[src/rtl/pc_sequencer.sv]
// Program-counter sequencer for the IF stage: owns the PC, decodes flow-control ops,
// takes interrupts and drives the return-address stack with a local depth mirror.
module pc_sequencer #(
    parameter int                      PC_WIDTH     = 13,
    parameter int                      DEPTH        = 8,
    parameter logic [PC_WIDTH-1:0]     RESET_VECTOR = '0,
    parameter logic [PC_WIDTH-1:0]     INT_VECTOR   = PC_WIDTH'(4)
) (
    input  logic                clk,
    input  logic                reset,
    input  logic                stall,
    input  logic                instr_valid,
    input  logic [2:0]          op,
    input  logic [PC_WIDTH-1:0] target,
    input  logic                irq,
    input  logic [PC_WIDTH-1:0] stack_out,
    input  logic                stack_fault,
    output logic                push,
    output logic                pop,
    output logic [PC_WIDTH-1:0] push_pc,
    output logic [PC_WIDTH-1:0] pc,
    output logic                pc_valid,
    output logic                gie,
    output logic                fault,
    output logic [1:0]          stateDbg
);

    localparam int DW = $clog2(DEPTH + 1);
    localparam logic [DW-1:0] FULL = DW'(DEPTH);

    localparam logic [2:0] OP_GOTO   = 3'b001;
    localparam logic [2:0] OP_CALL   = 3'b010;
    localparam logic [2:0] OP_RETURN = 3'b011;
    localparam logic [2:0] OP_RETFIE = 3'b100;

    typedef enum logic [1:0] {RUN = 2'd0, POP_WAIT = 2'd1, FAULT = 2'd2} stateT;

    stateT               state, stateNext;
    logic [PC_WIDTH-1:0] pcNext, pcPlusOne;
    logic [DW-1:0]       depth, depthNext;
    logic                gieNext;

    assign pcPlusOne = pc + PC_WIDTH'(1);
    assign pc_valid  = (state == RUN);
    assign fault     = (state == FAULT);
    assign stateDbg  = state;

    always_ff @(posedge clk) begin
        if (reset) begin
            state <= RUN;
            pc    <= RESET_VECTOR;
            depth <= '0;
            gie   <= 1'b1;
        end else begin
            state <= stateNext;
            pc    <= pcNext;
            depth <= depthNext;
            gie   <= gieNext;
        end
    end

    // Stack handshake: push/pop are single-cycle strobes the stack samples on the
    // same edge; there is no ready, so the depth mirror refuses any access that
    // would over/underflow. stack_out is taken on the edge leaving POP_WAIT.
    always_comb begin
        stateNext = state;
        pcNext    = pc;
        depthNext = depth;
        gieNext   = gie;
        push      = 1'b0;
        pop       = 1'b0;
        push_pc   = '0;
        case (state)
            RUN: begin
                if (stack_fault) begin
                    stateNext = FAULT;
                end else if (!stall) begin
                    if (irq && gie) begin
                        // Interrupt behaves as a CALL that re-fetches the current pc on return.
                        if (depth == FULL) begin
                            stateNext = FAULT;
                        end else begin
                            push      = 1'b1;
                            push_pc   = pc;
                            pcNext    = INT_VECTOR;
                            depthNext = depth + DW'(1);
                            gieNext   = 1'b0;
                        end
                    end else if (instr_valid) begin
                        case (op)
                            OP_GOTO: pcNext = target;
                            OP_CALL: begin
                                if (depth == FULL) begin
                                    stateNext = FAULT;
                                end else begin
                                    push      = 1'b1;
                                    push_pc   = pcPlusOne;
                                    pcNext    = target;
                                    depthNext = depth + DW'(1);
                                end
                            end
                            OP_RETURN, OP_RETFIE: begin
                                if (depth == '0) begin
                                    stateNext = FAULT;
                                end else begin
                                    pop       = 1'b1;
                                    depthNext = depth - DW'(1);
                                    stateNext = POP_WAIT;
                                    if (op == OP_RETFIE) gieNext = 1'b1;
                                end
                            end
                            default: pcNext = pcPlusOne;
                        endcase
                    end
                end
            end
            POP_WAIT: begin
                if (stack_fault) begin
                    stateNext = FAULT;
                end else begin
                    pcNext    = stack_out;
                    stateNext = RUN;
                end
            end
            default: ;
        endcase
    end

endmodule

[config.mk]
export PLATFORM = sky130hd
export DESIGN_NAME = pc_sequencer
export DESIGN_NICKNAME = d
export VERILOG_FILES = /design/src/rtl/pc_sequencer.sv
export SDC_FILE = /design/constraint.sdc
export NUM_CORES = 1
export LEC_CHECK = 0
export ABC_CLOCK_PERIOD_IN_PS = 2420
export CORE_UTILIZATION = 40
export DETAILED_ROUTE_END_ITERATION = 8
export PLACE_DENSITY = 0.89
export SYNTH_ARGS = -nofsm -noshare
export SYNTH_HDL_FRONTEND = slang
export SYNTH_SLANG_ARGS = --single-unit
export TNS_END_PERCENT = 30
[constraint.sdc]
create_clock -name clk -period 2.42 [get_ports clk]
set_input_delay 0.605 -clock clk [delete_from_list [all_inputs] [get_ports clk]]
set_output_delay 0.605 -clock clk [all_outputs]
set_load 0.02 [all_outputs]
# Yosys cells after proc, flatten, opt, wreduce, memory -nomap -nowiden
# Cells that the tools add are included.
# Widths: inputs -> output; s select.
# classes
eq_ne	20
n_reduce_logical	13
addsub	3
muxes	51
bitwise_logic	2
# op_table
op	count
$mux 13	15
$pmux 13 s3	1
$pmux 13 s2	1
$mux 1	20
$mux 4	4
$reduce_and 8->1	2
$ne 3x3->1 const B	5
$mux 2	7
$add 13x1->13 const B	1
$ne 2x2->1 const B	5
$pmux 2 s2	2
$pmux 4 s2	1
$reduce_bool 2->1	4
$eq 3x2->1 const B	2
$reduce_and 6->1	1
$ne 5x2->1 const B	1
$add 4x1->4 const B	1
$eq 4x4->1 const B	1
$logic_not 4->1	1
$ne 4x3->1 const B	1
$reduce_and 4->1	1
$sub 4x1->4 const B	1
$eq 3x1->1 const B	1
$eq 3x3->1 const B	1
8 further kinds	9
# word_totals
word_cells	93
inputBits	35
output_inout_bits	33
ff_bits	20

# Longest topological paths before layout
# depth
ltp_word	8
depth_mapped	9
ltp_nobuf	7

# Worst setup path after synthesis
# Ideal clock, no wire load.
# synth_path
path_type	in2out
start	input stall
end	output push_pc[0]
path_stages	6
arrival_time_ns	1.990
slack_ns	-0.175
required_time_ns	1.815
path_buffers	2
path_cell_list	nor4_1 > nand2_1 > or2_2 > clkbuf_1 > clkbuf_1 > nor2_1
# synth_between
elab_chain_len	3
# synth_rtl
element	line_no	source
from (decl)	11	input logic stall,
$mux 13	77	end else if (!stall) begin
$mux 13	75	if (stack_fault) begin
$mux 13	73	case (state)
to (decl)	20	output logic [PC_WIDTH-1:0] push_pc,
# Every way passes these cells.

# Final worst setup path
# layout_path
start	input op[2]
end	output push_pc[12]
# layout_between
elab_chain_len	7
# layout_rtl
element	line_no	source
from (decl)	13	input logic [2:0] op,
$eq 3x2->1	90	case (op)
$mux 13	90	
$mux 13	89	end else if (instr_valid) begin
$mux 13	78	if (irq && gie) begin
$mux 13	77	
$mux 13	75	
$mux 13	73	
# Every way passes these cells.

==> impl_metrics.py <==
metrics = {
    "run_status": {
        "outcome": "complete, but fails checks",
        "violations": "setup timing",
    },
    "clock_tree": {
        "clock-root-buffer": "clkbuf_8",
        "clkLatencyLatePin_ps": 270,
        "cts_buffers": 3,
        "clkSlewWorstSetupHoldPaths_ps": 80,
        "cts.sinks": 20,
        "cts_tree": "built",
        "clk_path_buf_depth": 2,
        "htree_levels": 1,
    },
    "placement": {
        "place_congestion": 0.997,
        "dp_hpwl_um": 5340,
        "place_inst": 404,
        "numPortBuffers": 67,
    },
    "synth": {
        "synthesis.nets": 284,
        "synth_warnings": 0,
        "synth.distinct_cells": 52,
        "netlist_area_mm2": 0.00179,
        "ys_seq_area_share_pct": 22.3,
        "synth_ff_type": "dfxtp_1",
        "synth_edf_count": 0,
        "ys_ff_latch": 20,
        "syn_inst": 246,
        "async_flop_share_pct": 0,
        "synth.avg_cell_area_um2": 7.28,
    },
    "hold_path": {
        "min_path_type": "reg2reg",
        "min_from": "pc[10]$_SDFFE_PP0P_",
    },
    "timing": {
        "max_freq_ghz": 0.409,
        "fin_crit_sh_pct": 101,
        "period_needed_ps": 2450,
        "slew_viol_final": 0,
        "relSlewSlack_pct": 65.4,
        "rsz0062_at_grt": "true",
        "hold_violations": 0,
        "finClkSkew_ps": 0.483,
        "finalSetupViolations": 2,
        "fin_ws_ps": -27.0,
        "tightest_slew_ps": 507,
    },
    "grt": {
        "first_global_vias": 2388,
        "grt_max_degree": 14,
        "overflow": 0,
        "grt_pass1_wl_um": 11500,
        "track_usage_pct": 33.0,
        "antenna_found_initial": 0,
    },
    "drt": {
        "firstDrtPassIters": 5,
        "wl_per_cell_um": 18.5,
        "drcViolationCount": 0,
        "postRouteAntennaNets": 0,
        "wirelength_um": 7670,
        "vias": 2557,
        "avgViaCountPerCell": 6.16,
        "drtIter0Drc": 287,
    },
    "finish": {
        "fin_nets": 404,
        "drive_above_1_share_pct": 38.1,
        "antenna-diode-count": 0,
        "area_growth_pct": 82.3,
        "register_area_um2": 403,
        "instances_no_fill": 415,
        "n_fill_cell": 261,
        "multi_input_area_mm2": 0.00149,
    },
    "floorplanning": {
        "boundaryPins": 68,
        "start_util_pct": 43.2,
        "fp.dieW_um": 68.9,
        "rows": 23,
        "dieArea_mm2": 0.00475,
        "fp.dieH_um": 68.9,
        "coreArea_mm2": 0.00414,
    },
    "worst_setup_path": {
        "end_kind": "output pin",
        "cp-startpoint": "op[2]",
        "critPathKind": "in2out",
        "critPathLaunchType": "primary input",
        "cp_data_required_time_ps": 1810,
        "ff2ff_setup_slack_ps": 440,
        "worstReg2RegStart": "depth[1]$_SDFFE_PP0P_",
        "critPathMaxFanout": 7,
        "cp.arrival_ps": 1840,
    },
    "pwr": {
        "leakagePower_uw": 0.00126,
        "fin_total_pwr_uw": 1200,
        "p_per_area_mw_per_mm2": 368,
        "peakVddDrop_v": 0.000482,
    },
    "flow_run": {
        "max-cap-violations": 0,
    },
}
## registers in the layout (all words and copies together) (netlist names)
register  flops
pc           13
depth         4
stateDbg      2
gie           1
## critical path: stages
cell and delay (ps):
clkdlybuf4s15_2 220, nor3b_4 210, a21oi_1 90, or2_4 290
buf_12 170, nor2_4 130, buf_6 130
## cell families after synthesis
kind of cell	share of synthesized area [%]
and+or+nand+nor	30.9
AOI/OAI and AO/OA	25.0
buffers and inverters	6.01
xor gates and xnor gates	11.2
DFF	22.3
muxes	2.44
adders and majority gates	2.10
## what timing repair did
item,4_1_cts,5_1_grt
setup endpoints to repair,17,15
pin swaps,17,9
gates cloned,1,0
resized for setup,117,22
buffers inserted,5,1
hold buffers,0,0
## metrics by stage
step,hold WS [ps],setup TNS (ps),area [um^2],setup slack [ps],utilization (%)
after floorplan,481,0,1880,27.6,-
after global placement,500,-13820,2980,-814,71.8
after detailed placement,527,-16360,2980,-941,71.8
after CTS,538,-4.93,3190,-3.72,77.0
after global routing,580,-323,3270,-76.1,78.8
final,550,-27.4,3270,-27.0,78.8
## cell usage in the layout (no fill, tap or decap), types with 5 or more instances in the layout
cell / netlist / layout
dfxtp_1: 20 / 18
o21ai_0: 15 / 15
buf_6: 0 / 15
nor2_1: 33 / 19
nor3_1: 9 / 9
xor2_1: 10 / 8
a21oi_1: 19 / 19
xnor2_1: 11 / 10
nand3_1: 9 / 7
clkdlybuf4s50_1: 0 / 45
nor2_4: 0 / 12
nor2b_1: 8 / 6
buf_4: 1 / 64
nand2_1: 20 / 17
or3_1: 5 / 5
a221oi_1: 5 / 5
nand4_1: 6 / 6
## layout make-up
| type | count | area share (%) |
|---|---|---|
| tap | 50 | 1.92 |
| sequential | 20 | 12.3 |
| multi-input combinational | 201 | 45.6 |
| clock buffer | 3 | 1.26 |
| inverter | 6 | 0.690 |
| timing repair buffer | 134 | 37.3 |
| clock inverter | 1 | 0.920 |
## worst paths after layout
path,end,depth (start not counted)
worst max-delay path,push_pc[12],7
worst min-delay path,pc[10]$_SDFFE_PP0P_,2
worst max register to register,depth[1]$_SDFFE_PP0P_,8
worst min register to register,pc[10]$_SDFFE_PP0P_,2
## cell usage after synthesis (8+ instances only)
library cell  instances  share of area (%)
xor2_1               10                4.9
nand3_1               9                2.5
nor2b_1               8                2.8
dfxtp_1              20                 22
a21oi_1              19                5.3
clkbuf_1              8                1.7
o21ai_0              15                4.2
xnor2_1              11                5.4
buf_2                 8                2.2
nor2_1               33                6.9
nor3_1                9                2.5
nand2_1              20                4.2
## where the power goes
group	internal [uW]	switching [uW]	leakage, uW
Sequential	349	19.1	0.000164
Combinational	243	243	0.00106
Clock	221	126	0.0000357
## layer usage
metal,routed length [um],part of all wire (%),global-route usage [%],vias up
met4,323,4.2,17.1,0
met3,722,9.4,4.77,38
met5,0,0,0,-
met1,2830,37,40.3,1188
li1,-,-,-,1126
met2,3790,49,55.7,205
Note: power is estimated with default switching activity, not from simulation.
